`config.mk`:
```
export PLATFORM = sky130hd
export DESIGN_NAME = uart_cmd_parser_flat
export DESIGN_NICKNAME = d
export VERILOG_FILES = /design/src/rtl/uart_cmd_parser_if.sv /design/src/rtl/uart_cmd_parser.sv /design/src/flat_wrapper.sv
export SDC_FILE = /design/constraint.sdc
export NUM_CORES = 1
export LEC_CHECK = 0
export ABC_AREA = 1
export BUFFER_PORTS_ARGS = -buffer_cell sky130_fd_sc_hd__buf_4
export CAP_MARGIN = 10
export CORE_MARGIN = 5
export CORE_UTILIZATION = 50
export CTS_CLUSTER_SIZE = 14
export DETAILED_ROUTE_END_ITERATION = 10
export GPL_TIMING_DRIVEN = 0
export MAX_ROUTING_LAYER = met4
export PLACE_DENSITY = 0.68
export SLEW_MARGIN = 20
export SYNTH_ARGS = -nofsm -noshare
export SYNTH_HDL_FRONTEND = slang
export SYNTH_SLANG_ARGS = --single-unit
export TNS_END_PERCENT = 10
```
`constraint.sdc`:
```
create_clock -name i_Clock -period 2.55 [get_ports i_Clock]
set_input_delay 0.255 -clock i_Clock [delete_from_list [all_inputs] [get_ports i_Clock]]
set_output_delay 0.255 -clock i_Clock [all_outputs]
set_load 0.05 [all_outputs]
```
`src/rtl/uart_cmd_parser_if.sv`:
```
// Handshake bundle between the UART RX/TX pair and uart_cmd_parser.
// Carries the receiver strobe/byte, the transmitter DV/Done/Active handshake,
// and the LED / error outputs. "master" is the parser side, "slave" the environment.
interface uart_cmd_parser_if;
  logic       i_Rx_DV;
  logic [7:0] i_Rx_Byte;
  logic       i_Tx_Active;
  logic       i_Tx_Done;
  logic       o_Tx_DV;
  logic [7:0] o_Tx_Byte;
  logic [4:0] o_Led;
  logic       o_Cmd_Error;

  modport master (
    input  i_Rx_DV,
    input  i_Rx_Byte,
    input  i_Tx_Active,
    input  i_Tx_Done,
    output o_Tx_DV,
    output o_Tx_Byte,
    output o_Led,
    output o_Cmd_Error
  );

  modport slave (
    output i_Rx_DV,
    output i_Rx_Byte,
    output i_Tx_Active,
    output i_Tx_Done,
    input  o_Tx_DV,
    input  o_Tx_Byte,
    input  o_Led,
    input  o_Cmd_Error
  );
endinterface

```
`src/rtl/uart_cmd_parser.sv`:
```
// uart_cmd_parser: collects ASCII bytes into a line buffer, decodes on CR,
// drives five LED enables and sends a two-byte acknowledge via the TX DV/Done handshake.
// Latency: LEDs/error and first TX request two edges after the CR edge; RX bytes are
// dropped while a reply is in progress. Optional macro UART_CMD_STATUS_EN enables the "S" query.
module uart_cmd_parser #(
  parameter int MAX_LEN      = 4,
  parameter int TIMEOUT_CLKS = 2949120
) (
  input  logic              i_Clock,
  input  logic              i_Reset,
  uart_cmd_parser_if.master bus
);

  localparam int CNT_W = $clog2(MAX_LEN + 1);
  localparam int TMO_W = $clog2(TIMEOUT_CLKS + 1);

  localparam logic [7:0] CH_CR = 8'h0D;
  localparam logic [7:0] CH_LF = 8'h0A;
  localparam logic [7:0] CH_K  = 8'h4B;
  localparam logic [7:0] CH_E  = 8'h45;
  localparam logic [7:0] CH_L  = 8'h4C;
`ifdef UART_CMD_STATUS_EN
  localparam logic [7:0] CH_S  = 8'h53;
`endif

  typedef enum logic [2:0] {
    COLLECT,
    DROP,
    EXEC,
    TX_SEND,
    TX_WAIT
  } state_t;

  state_t           state;
  logic [7:0]       line_buf [MAX_LEN];
  logic [CNT_W-1:0] count;
  logic [TMO_W-1:0] tmo_cnt;
  logic             force_err;

  // Reply bookkeeping: the first byte varies, the second is always LF.
  logic [7:0]       reply_byte;
  logic             tx_sel;
  logic             done_seen;
  logic             apply_pending;
  logic             err_pending;
  logic [4:0]       led_pending;

  // Registered outputs
  logic [4:0]       led_q;
  logic             tx_dv_q;
  logic [7:0]       tx_byte_q;
  logic             cmd_err_q;

  // Decode results for the buffered line
  logic             led_ok;
  logic [2:0]       led_idx;
  logic [4:0]       led_next;
`ifdef UART_CMD_STATUS_EN
  logic             status_ok;
`endif

  assign bus.o_Led       = led_q;
  assign bus.o_Tx_DV     = tx_dv_q;
  assign bus.o_Tx_Byte   = tx_byte_q;
  assign bus.o_Cmd_Error = cmd_err_q;

  // Decode the buffered line: "Lnv" LED write and (optionally) "S" status query.
  always_comb begin
    led_ok   = 1'b0;
    led_idx  = line_buf[1][2:0] - 3'd1;
    led_next = led_q;
    if (count == CNT_W'(3) &&
        line_buf[0] == CH_L &&
        line_buf[1] >= 8'h31 && line_buf[1] <= 8'h35 &&
        (line_buf[2] == 8'h30 || line_buf[2] == 8'h31)) begin
      led_ok = 1'b1;
      led_next[led_idx] = line_buf[2][0];
    end
`ifdef UART_CMD_STATUS_EN
    status_ok = (count == CNT_W'(1)) && (line_buf[0] == CH_S);
`endif
  end

  // Main FSM: collect, drop overflowing lines, execute, and run the two-byte reply.
  always_ff @(posedge i_Clock or posedge i_Reset) begin
    if (i_Reset) begin
      state         <= COLLECT;
      count         <= '0;
      tmo_cnt       <= '0;
      force_err     <= 1'b0;
      reply_byte    <= 8'h00;
      tx_sel        <= 1'b0;
      done_seen     <= 1'b0;
      apply_pending <= 1'b0;
      err_pending   <= 1'b0;
      led_pending   <= 5'b00000;
      led_q         <= 5'b00000;
      tx_dv_q       <= 1'b0;
      tx_byte_q     <= 8'h00;
      cmd_err_q     <= 1'b0;
      for (int i = 0; i < MAX_LEN; i++) line_buf[i] <= 8'h00;
    end else begin
      tx_dv_q   <= 1'b0;
      cmd_err_q <= 1'b0;
      case (state)
        COLLECT: begin
          if (bus.i_Rx_DV) begin
            // Any received byte restarts the idle window; a CR beats a same-edge timeout.
            tmo_cnt <= '0;
            if (bus.i_Rx_Byte == CH_CR) begin
              state <= EXEC;
            end else if (bus.i_Rx_Byte == CH_LF && count == '0) begin
              // Leading LF (e.g. from CR/LF line endings) is ignored.
            end else if (count == CNT_W'(MAX_LEN)) begin
              state <= DROP;
            end else begin
              for (int i = 0; i < MAX_LEN; i++) begin
                if (count == CNT_W'(i)) line_buf[i] <= bus.i_Rx_Byte;
              end
              count <= count + CNT_W'(1);
            end
          end else if (count != '0) begin
            if (tmo_cnt == TMO_W'(TIMEOUT_CLKS)) begin
              // Stale partial line: discard without reply or error.
              count   <= '0;
              tmo_cnt <= '0;
            end else begin
              tmo_cnt <= tmo_cnt + TMO_W'(1);
            end
          end else begin
            tmo_cnt <= '0;
          end
        end

        DROP: begin
          if (bus.i_Rx_DV && bus.i_Rx_Byte == CH_CR) begin
            force_err <= 1'b1;
            state     <= EXEC;
          end
        end

        EXEC: begin
          count         <= '0;
          force_err     <= 1'b0;
          tx_sel        <= 1'b0;
          apply_pending <= 1'b1;
          led_pending   <= led_q;
          err_pending   <= 1'b0;
          reply_byte    <= CH_E;
          state         <= TX_SEND;
          if (force_err) begin
            err_pending <= 1'b1;
          end else if (count == '0) begin
            apply_pending <= 1'b0;
            state         <= COLLECT;
          end else if (led_ok) begin
            led_pending <= led_next;
            reply_byte  <= CH_K;
          end
`ifdef UART_CMD_STATUS_EN
          else if (status_ok) begin
            reply_byte <= {3'b011, led_q};
          end
`endif
          else begin
            err_pending <= 1'b1;
          end
        end

        TX_SEND: begin
          // LED/error results land on the first TX_SEND edge, alongside the first request.
          if (apply_pending) begin
            led_q         <= led_pending;
            cmd_err_q     <= err_pending;
            apply_pending <= 1'b0;
          end
          if (!bus.i_Tx_Active) begin
            tx_dv_q   <= 1'b1;
            tx_byte_q <= tx_sel ? CH_LF : reply_byte;
            done_seen <= 1'b0;
            state     <= TX_WAIT;
          end
        end

        TX_WAIT: begin
          // Done may be held for two cycles; wait for it to clear along with Active.
          if (!done_seen) begin
            if (bus.i_Tx_Done) done_seen <= 1'b1;
          end else if (!bus.i_Tx_Done && !bus.i_Tx_Active) begin
            if (!tx_sel) begin
              tx_sel <= 1'b1;
              state  <= TX_SEND;
            end else begin
              state <= COLLECT;
            end
          end
        end

        default: state <= COLLECT;
      endcase
    end
  end

endmodule

```
`src/flat_wrapper.sv`:
```
// flat-port wrapper written by rule: the top's interface ports become plain ports
module uart_cmd_parser_flat 
#(
  parameter int MAX_LEN      = 4,
  parameter int TIMEOUT_CLKS = 2949120
)
  (i_Clock, i_Reset, bus_i_Rx_DV, bus_i_Rx_Byte, bus_i_Tx_Active, bus_i_Tx_Done, bus_o_Tx_DV, bus_o_Tx_Byte, bus_o_Led, bus_o_Cmd_Error);
  uart_cmd_parser_if bus_i ();
  input  logic i_Clock;
  input  logic i_Reset;
  input wire logic [$bits(bus_i.i_Rx_DV)-1:0] bus_i_Rx_DV;
  input wire logic [$bits(bus_i.i_Rx_Byte)-1:0] bus_i_Rx_Byte;
  input wire logic [$bits(bus_i.i_Tx_Active)-1:0] bus_i_Tx_Active;
  input wire logic [$bits(bus_i.i_Tx_Done)-1:0] bus_i_Tx_Done;
  output wire logic [$bits(bus_i.o_Tx_DV)-1:0] bus_o_Tx_DV;
  output wire logic [$bits(bus_i.o_Tx_Byte)-1:0] bus_o_Tx_Byte;
  output wire logic [$bits(bus_i.o_Led)-1:0] bus_o_Led;
  output wire logic [$bits(bus_i.o_Cmd_Error)-1:0] bus_o_Cmd_Error;
  assign bus_i.i_Rx_DV = bus_i_Rx_DV;
  assign bus_i.i_Rx_Byte = bus_i_Rx_Byte;
  assign bus_i.i_Tx_Active = bus_i_Tx_Active;
  assign bus_i.i_Tx_Done = bus_i_Tx_Done;
  assign bus_o_Tx_DV = bus_i.o_Tx_DV;
  assign bus_o_Tx_Byte = bus_i.o_Tx_Byte;
  assign bus_o_Led = bus_i.o_Led;
  assign bus_o_Cmd_Error = bus_i.o_Cmd_Error;
  uart_cmd_parser #(.MAX_LEN(MAX_LEN), .TIMEOUT_CLKS(TIMEOUT_CLKS)) u_core (.i_Clock(i_Clock), .i_Reset(i_Reset), .bus(bus_i));
endmodule
```
==> results of run 1 <==
[area by class of cell]
class | instances | share of cell area (%)
flip-flops and latches | 75 | 38.94
inverters | 70 | 5.504
multi-input cells | 343 | 40.84
repair buffers | 26 | 4.517
well taps | 105 | 2.726
clock buffers | 11 | 2.934
clock inverters | 4 | 1.558
plain buffers | 15 | 2.985
[timing repair]
action,CTS,global route
buffers inserted,0,0
hold endpoints to repair,32,0
hold buffers,1,0
[worst paths after layout]
kind	end	startpoint	slack (ns)
max	u_core.line_buf[11]	u_core.count[0]	0.80
min	u_core.bus.o_Tx_DV	bus_i_Tx_Active	0.11
max reg2reg	u_core.line_buf[11]	u_core.count[0]	0.80
min reg2reg	u_core.reply_byte[0]	u_core.reply_byte[0]	0.47
max in group asynchronous	u_core.bus.o_Tx_Byte[3]	i_Reset	1.53
min in group asynchronous	u_core.line_buf[31]	i_Reset	0.45
[kinds of logic after synthesis]
group,after synthesis,synth area share [%]
simple gates,252,30.25
flops,75,44.22
fa+ha+maj,9,2.653
buf+inv,85,9.581
compound gates,67,10.73
xor+xnor,12,2.476
other cells,1,0.08836
[synthesized netlist by cell type (3+ instances only)]
cell type  count  area, sq um
o22ai_1       12        75.07
inv_1         58        217.7
buf_2          4        20.02
xor2_1        11        96.34
o21ai_1       10        50.05
nor3_1        16        80.08
nand3b_1       3        22.52
nand2_4        6        67.56
nand3_2        5        50.05
nand4_1       11        68.82
a21oi_1        7        35.03
nor2_4         5        56.30
dfrtp_1       75         1877
buf_4          7        52.55
nand3_1       35        175.2
nand2_1      109        409.1
nor2_2         4        25.02
nand2_2        7        43.79
o21ai_2       24        210.2
ha_1           9        112.6
o21ai_0        9        45.04
buf_12         3        60.06
nor3_2         4        40.04
inv_2         12        45.04
nor2_1        40        150.1
[metrics by stage]
| stage | area [sq um] | utilization (%) | setup TNS, ns | setup slack, ns | hold WS [ns] |
|---|---|---|---|---|---|
| global route | 4820 | 58.36 | 0 | 0.5775 | 0.1038 |
| floorplan | 4252 | - | 0 | 0.3850 | 0.3412 |
| global placement | 4563 | 55.26 | -44.35 | -0.5965 | 0.4571 |
| CTS | 4820 | 58.36 | 0 | 0.7708 | 0.09438 |
| finish | 4820 | 58.36 | 0 | 0.7997 | 0.1117 |
| detailed placement | 4593 | 55.62 | 0 | 0.7866 | 0.2973 |
[routing by layer]
| metal | part of all wire [%] | vias to the layer above |
|---|---|---|
| met5 | 0 | - |
| met4 | 1.7 | 0 |
| met3 | 3.2 | 13 |
| met2 | 48 | 44 |
| met1 | 47 | 1543 |
| li1 | - | 1695 |
[power groups by stage]
stage	clock (uW)	combinational [uW]	sequential [uW]
floorplan	0	1520	1960
global placement	0	2160	1790
detailed placement	0	2210	1800
CTS	1040	2210	1780
global route	1090	2440	1830
finish	1020	2180	1780
[state kept, by name, indices dropped and copies added, names as in the netlist, 3 cells and up]
register              flops
u_core.bus.o_Tx_Byte      3
u_core.line_buf          24
u_core.state              3
u_core.reply_byte         3
u_core.count              3
u_core.bus.o_Led          5
u_core.led_pending        5
u_core.tmo_cnt           22
[cells in the final DEF (no fill, tap or decap), drive strengths merged]
cell	n
conb	3
xnor2	1
clkinvlp	2
o21ai	43
dfrtp	75
nor3	22
nand4	12
a21oi	7
xor2	11
o22ai	12
nand3	41
a32o	1
clkbuf	11
nand2	122
o21a	2
or2	2
o21bai	2
ha	9
inv	70
dlygate4sd3	1
bufinv	2
buf	40
nand3b	3
nor2	50
==> reports/qor.txt, run 1 <==
setup violators final: 0
Max Slew Vio Count: 0
sw power: 2099 uW
GPL Wtd Cong: 0.8388
DR WL/cell: 13.17 microns
# IOs: 28
H-tree levels: 3
Tot GR Track Use: 18.72%
Post-synth EDFFs: 0
Cells after Synth: 501
worst vdd ir: 0.0005962 V
initial antenna violation count: 0
Die Y: 102.1 microns
fmax: 0.5713 GHz
FF/Latch Area: 0.001877 sq mm
largest fanout on the critical path: 10
CTS Buf Count: 9
WP buf/inv: 3
post-layout net count: 562
Internal: 2885 uW
largest net degree at the start of global routing: 44
Filler cells: 749
Root Buffer: clkbuf_8
post-route ant nets: 0
vias in the first global route: 3,304
Post-Syn Area: 0.004244 sq mm
Most used DFF post-synth: dfrtp_1
row count: 33
outcome: complete, no violations
minimum clock period: 1.750 ns
max cap viols: 0
Clock Path Buffers: 2
Crit. End Element: register
YS warnings: 0
clk sinks: 75
core box area: 0.008258 sq mm
skew final: 0.01570 ns
Worst path top cell family by delay: simple AND/OR/NAND/NOR gates
Netlist cell types: 37
Avg Cell Area, Syn: 8.471 sq um
DP HPWL: 6284 microns
Area Overhead vs Synth: 13.56%
starting density of the core: 51.39%
Clock Power Share: 20.5%
vias: 3,295
Worst Path Class, Setup: reg2reg
CTS tree: yes
total gr overflow: 0
met1 Resource Use GR: 23.63%
layout cells sized above 1: 23.53%
GR Util met3: 4.437%
CP max stage delay: 0.43 ns
DRT Wirelength: 8548 microns
number of synthesized register bits: 75
crit path cell chain: inv_1, ha_1, nand2_1, inv_1, nor2_4, nand2_4, nor2_8, nand2_4, buf_12, nand2_2, o21ai_2
Crit path required time: 2.80 ns
DRT iter0 DRCs: 148
post-cts sizing count: 0
die width: 102.1 microns
latest clock arrival within the worst-skew pair: 0.36 ns
Register-to-Register Path Depth: 11
layer carrying the most global-route usage: met2
final hold violations: 0
net switching fraction of the power: 42.11%
Power per Cell Area: 1034 mW/mm^2
post-synthesis sequential area ratio: 44.22%
FFs w/ async S/R, synth: 100.0%
Levels on crit path: 11
leak pwr: 0.002318 uW
die area: 0.01043 sq mm
Final Power: 4984 uW
vias per inst: 5.077
sequential power share: 35.7%
hold depth: 2
Final Non-Filler Cells: 649
drt first pass iters: 4
combinational fraction of design power: 43.8%
# port buffers: 24
CP Launch Type: register
period utilization: 68.64%
CP max-delay cell: dfrtp_1
RSZ-0062 raised after global routing: no
Min-Delay Path Class: in2reg
clk slew on worst S/H paths: 0.08 ns
critical path arrival: 2.00 ns
diodes inserted: 0
number of remaining DRC errors: 0
Multi-input gate area: 0.001968 sq mm
GRT met2 Usage: 29.49%
placed cell count: 633
first-pass GRT wire length: 15,060 microns
No activity file was read; power rests on OpenSTA's default activity.
==> run 2: changes to the inputs <==
--- a/config.mk
+++ b/config.mk
@@ -5,7 +5,7 @@
 export SDC_FILE = /design/constraint.sdc
 export NUM_CORES = 1
 export LEC_CHECK = 0
-export ABC_AREA = 1
+export ABC_AREA = 0
 export BUFFER_PORTS_ARGS = -buffer_cell sky130_fd_sc_hd__buf_4
 export CAP_MARGIN = 10
 export CORE_MARGIN = 5
@@ -14,7 +14,7 @@
 export DETAILED_ROUTE_END_ITERATION = 10
 export GPL_TIMING_DRIVEN = 0
 export MAX_ROUTING_LAYER = met4
-export PLACE_DENSITY = 0.68
+export PLACE_DENSITY = 0.71
 export SLEW_MARGIN = 20
 export SYNTH_ARGS = -nofsm -noshare
 export SYNTH_HDL_FRONTEND = slang
==> constraint.sdc (replaced) <==
create_clock -name i_Clock -period 1.6 [get_ports i_Clock]
set_input_delay 0.16 -clock i_Clock [delete_from_list [all_inputs] [get_ports i_Clock]]
set_output_delay 0.16 -clock i_Clock [all_outputs]
set_load 0.05 [all_outputs]
==> reports/qor.txt, run 2 <==
FFs w/ async S/R, synth: 100.0% (unchanged)
largest net degree at the start of global routing: 32 (-27%)
latest clock arrival within the worst-skew pair: 0.37 ns (about the same)
Crit. End Element: register
initial antenna violation count: 0 (unchanged)
failing checks: negative setup slack
post-layout net count: 467 (-17%)
hold_ws: 0.04967 ns (-0.06200 ns)
DRT iter0 DRCs: 154 (+4.1%)
commonest non-fill, non-tap cells in the layout: 68 x dfrtp_1, 45 x buf_4, 43 x nand2_1, 23 x nor2_1, 17 x mux2_4
CP max-delay cell: dfrtp_2
CTS Buf Count: 9 (unchanged)
final setup margin: -0.4864 ns (-1.286 ns)
setup violators final: 59 (+59)
starting density of the core: 50.72% (-0.67 points)
top-area cell type share of the netlist area: 48.39% (+4.2 points)
outcome: finished with violations
Worst path top cell family by delay: flip-flops
layout cells sized above 1: 38.22% (+15 points)
Clock Path Buffers: 2 (unchanged)
leak pwr: 0.002256 uW (-2.7%)
CTS tree: yes
Post-synth EDFFs: 0 (unchanged)
DR WL/cell: 17.01 microns (+29%)
diodes inserted: 0 (unchanged)
post-route ant nets: 0 (unchanged)
Max Slew Vio Count: 0 (unchanged)
skew final: 0.01264 ns (-0.003062 ns)
YS warnings: 0 (unchanged)
row count: 32 (-3.0%)
largest fanout on the critical path: 8 (-2)
final hold violations: 0 (unchanged)
Netlist cell types: 54 (+46%)
Crit path required time: 1.85 ns (-0.95 ns)
DRT Wirelength: 9392 microns (+9.9%)
Synth top cells by count: 75 x dfrtp_1, 44 x nand2_1, 30 x mux2_2
# port buffers: 23 (-4.2%)
Die Y: 98.08 microns (-4.0%)
most frequent cell after synthesis: dfrtp_1
vias in the first global route: 3,051 (-7.7%)
RSZ-0062 raised after global routing: yes
CP Launch Type: register
WP buf/inv: 3 (unchanged)
number of synthesized register bits: 75 (unchanged)
Tot GR Track Use: 19.42% (+0.70 points)
core box area: 0.007647 sq mm (-7.4%)
max reg flops: 24 (unchanged)
Worst Path Class, Setup: reg2reg
Root Buffer: clkbuf_8
Avg Cell Area, Syn: 10.13 sq um (+20%)
Largest regs: u_core.line_buf: 24 flops, u_core.tmo_cnt: 22 flops
fmax: 0.4793 GHz (-16%)
Final Power: 8123 uW (+63%)
actual slew at the worst max-slew pin: 0.5702 ns
Layout Utilization: 66.98% (+8.6 points)
drt first pass iters: 4 (unchanged)
clk slew on worst S/H paths: 0.09 ns (about the same)
max cap viols: 0 (unchanged)
die width: 98.08 microns (-4.0%)
number of remaining DRC errors: 0 (unchanged)
# IOs: 28 (unchanged)
crit path cell chain: buf_6, inv_4, ha_4, nor2b_4, a31oi_4, o211ai_4, buf_6, nor2_4, mux2_2
period utilization: 130.4% (+62 points)
die area: 0.009619 sq mm (-7.8%)
Most used DFF post-synth: dfrtp_1
most flop-heavy register: u_core.line_buf
synth top area cells: dfrtp_1 48%, mux2_2 8.7%, nand2_1 4.3%
GPL Wtd Cong: 0.9271 (+11%)
minimum clock period: 2.086 ns (+0.3361 ns)
post-synthesis sequential area ratio: 48.39% (+4.2 points)
first-pass GRT wire length: 14,720 microns (-2.2%)
met1 Resource Use GR: 24.46% (+0.83 points)
Post-Syn Area: 0.003879 sq mm (-8.6%)
CP dominant cell by count: buf_6
CP max stage delay: 0.40 ns (-0.03 ns)
Min-Delay Path Class: in2reg
worst vdd ir: 0.0005619 V (-5.8%)
DP HPWL: 5809 microns (-7.6%)
clk sinks: 75 (unchanged)
Filler cells: 567 (-24%)
Cells after Synth: 383 (-24%)
GR Util met3: 4.071% (-0.37 points)
H-tree levels: 3 (unchanged)
commonest non-fill, non-tap cell in the layout: dfrtp_1
vias: 3,130 (-5.0%)
layer carrying the most global-route usage: met2
Slew headroom: 61.64%
Power per Cell Area: 1586 mW/mm^2 (+53%)
cell accounting for the most synthesized area: dfrtp_1
total gr overflow: 0 (unchanged)
GRT met2 Usage: 30.58% (+1.1 points)
vias per inst: 5.670 (+12%)
critical path arrival: 2.34 ns (+0.34 ns)
Area Overhead vs Synth: 32.06%
[run 2: changes by cell type after synthesis, moves of 10 or more]
cell     delta
nor3_1     -11
nand3_1    -22
nor2_1     -17
a21oi_1    +10
nand2_1    -65
o21ai_2    -24
mux2_2     +30
a31oi_1    +13
inv_2      -12
inv_1      -40
o22ai_1    -11
o21ai_0    +13
nor4_1     +13
[run 2: final timing paths]
kind / end / slack, ns / start / cells past startpoint
max: u_core.line_buf[25] / -0.49 / u_core.count[0] / 9
min: u_core.line_buf[22] / 0.05 / bus_i_Rx_Byte[6] / 2
max reg2reg: u_core.line_buf[25] / -0.49 / u_core.count[0] / 9
min reg2reg: u_core.reply_byte[0] / 0.48 / u_core.reply_byte[0] / 1
max in group asynchronous: u_core.line_buf[16] / 0.50 / i_Reset / 5
min in group asynchronous: u_core.bus.o_Tx_Byte[2] / 0.38 / i_Reset / 3
[run 2: final cells by class]
type / instances / area, sq um / area share (%)
flip-flops and latches: 75 / 1886 / 36.81
well taps: 102 / 127.6 / 2.491
plain buffers: 19 / 145.1 / 2.833
multi-input cells: 272 / 2240 / 43.72
clock buffers: 9 / 123.9 / 2.418
repair buffers: 50 / 459.2 / 8.964
inverters: 18 / 76.32 / 1.490
clock inverters: 7 / 65.06 / 1.270
[run 2: routing by layer]
metal / wire [microns] / up-vias / share of wire [%]
met5: 0 / - / 0
met1: 3968 / 1543 / 42
li1: - / 1479 / -
met3: 383 / 19 / 4.1
met2: 4817 / 89 / 51
met4: 223 / 0 / 2.4
[run 2: kinds of logic after synthesis]
family / count (synthesis) / share of synthesized area [%]
simple gates: 143 / 20.26
flops: 75 / 48.39
compound gates: 72 / 11.16
mux: 39 / 11.03
buf+inv: 38 / 4.806
fa+ha+maj: 9 / 2.903
xor+xnor: 6 / 1.355
other cells: 1 / 0.09668
[run 2: through the flow]
stage	instances	cell area [sq um]	worst slack, ns	setup TNS, ns
after floorplan	385	3916	-0.3384	-11.89
after global placement	510	4217	-0.6716	-26.84
after detailed placement	512	4264	-0.7285	-29.35
after CTS	539	4746	-0.4376	-19.91
after global routing	552	5122	-0.5436	-23.97
final	552	5122	-0.4864	-19.67
[run 2: timing repair]
action,4_1_cts,5_1_grt
pin swaps,12,25
gates cloned,0,2
resized for setup,44,64
setup buffers,10,13
setup endpoints to repair,65,64
endpoints found under the hold margin,21,0
hold buffers,1,0
[run 2: where the power goes]
part,switching (uW),internal [uW]
logic,1980,1800
clock network,838,604
registers,453,2440
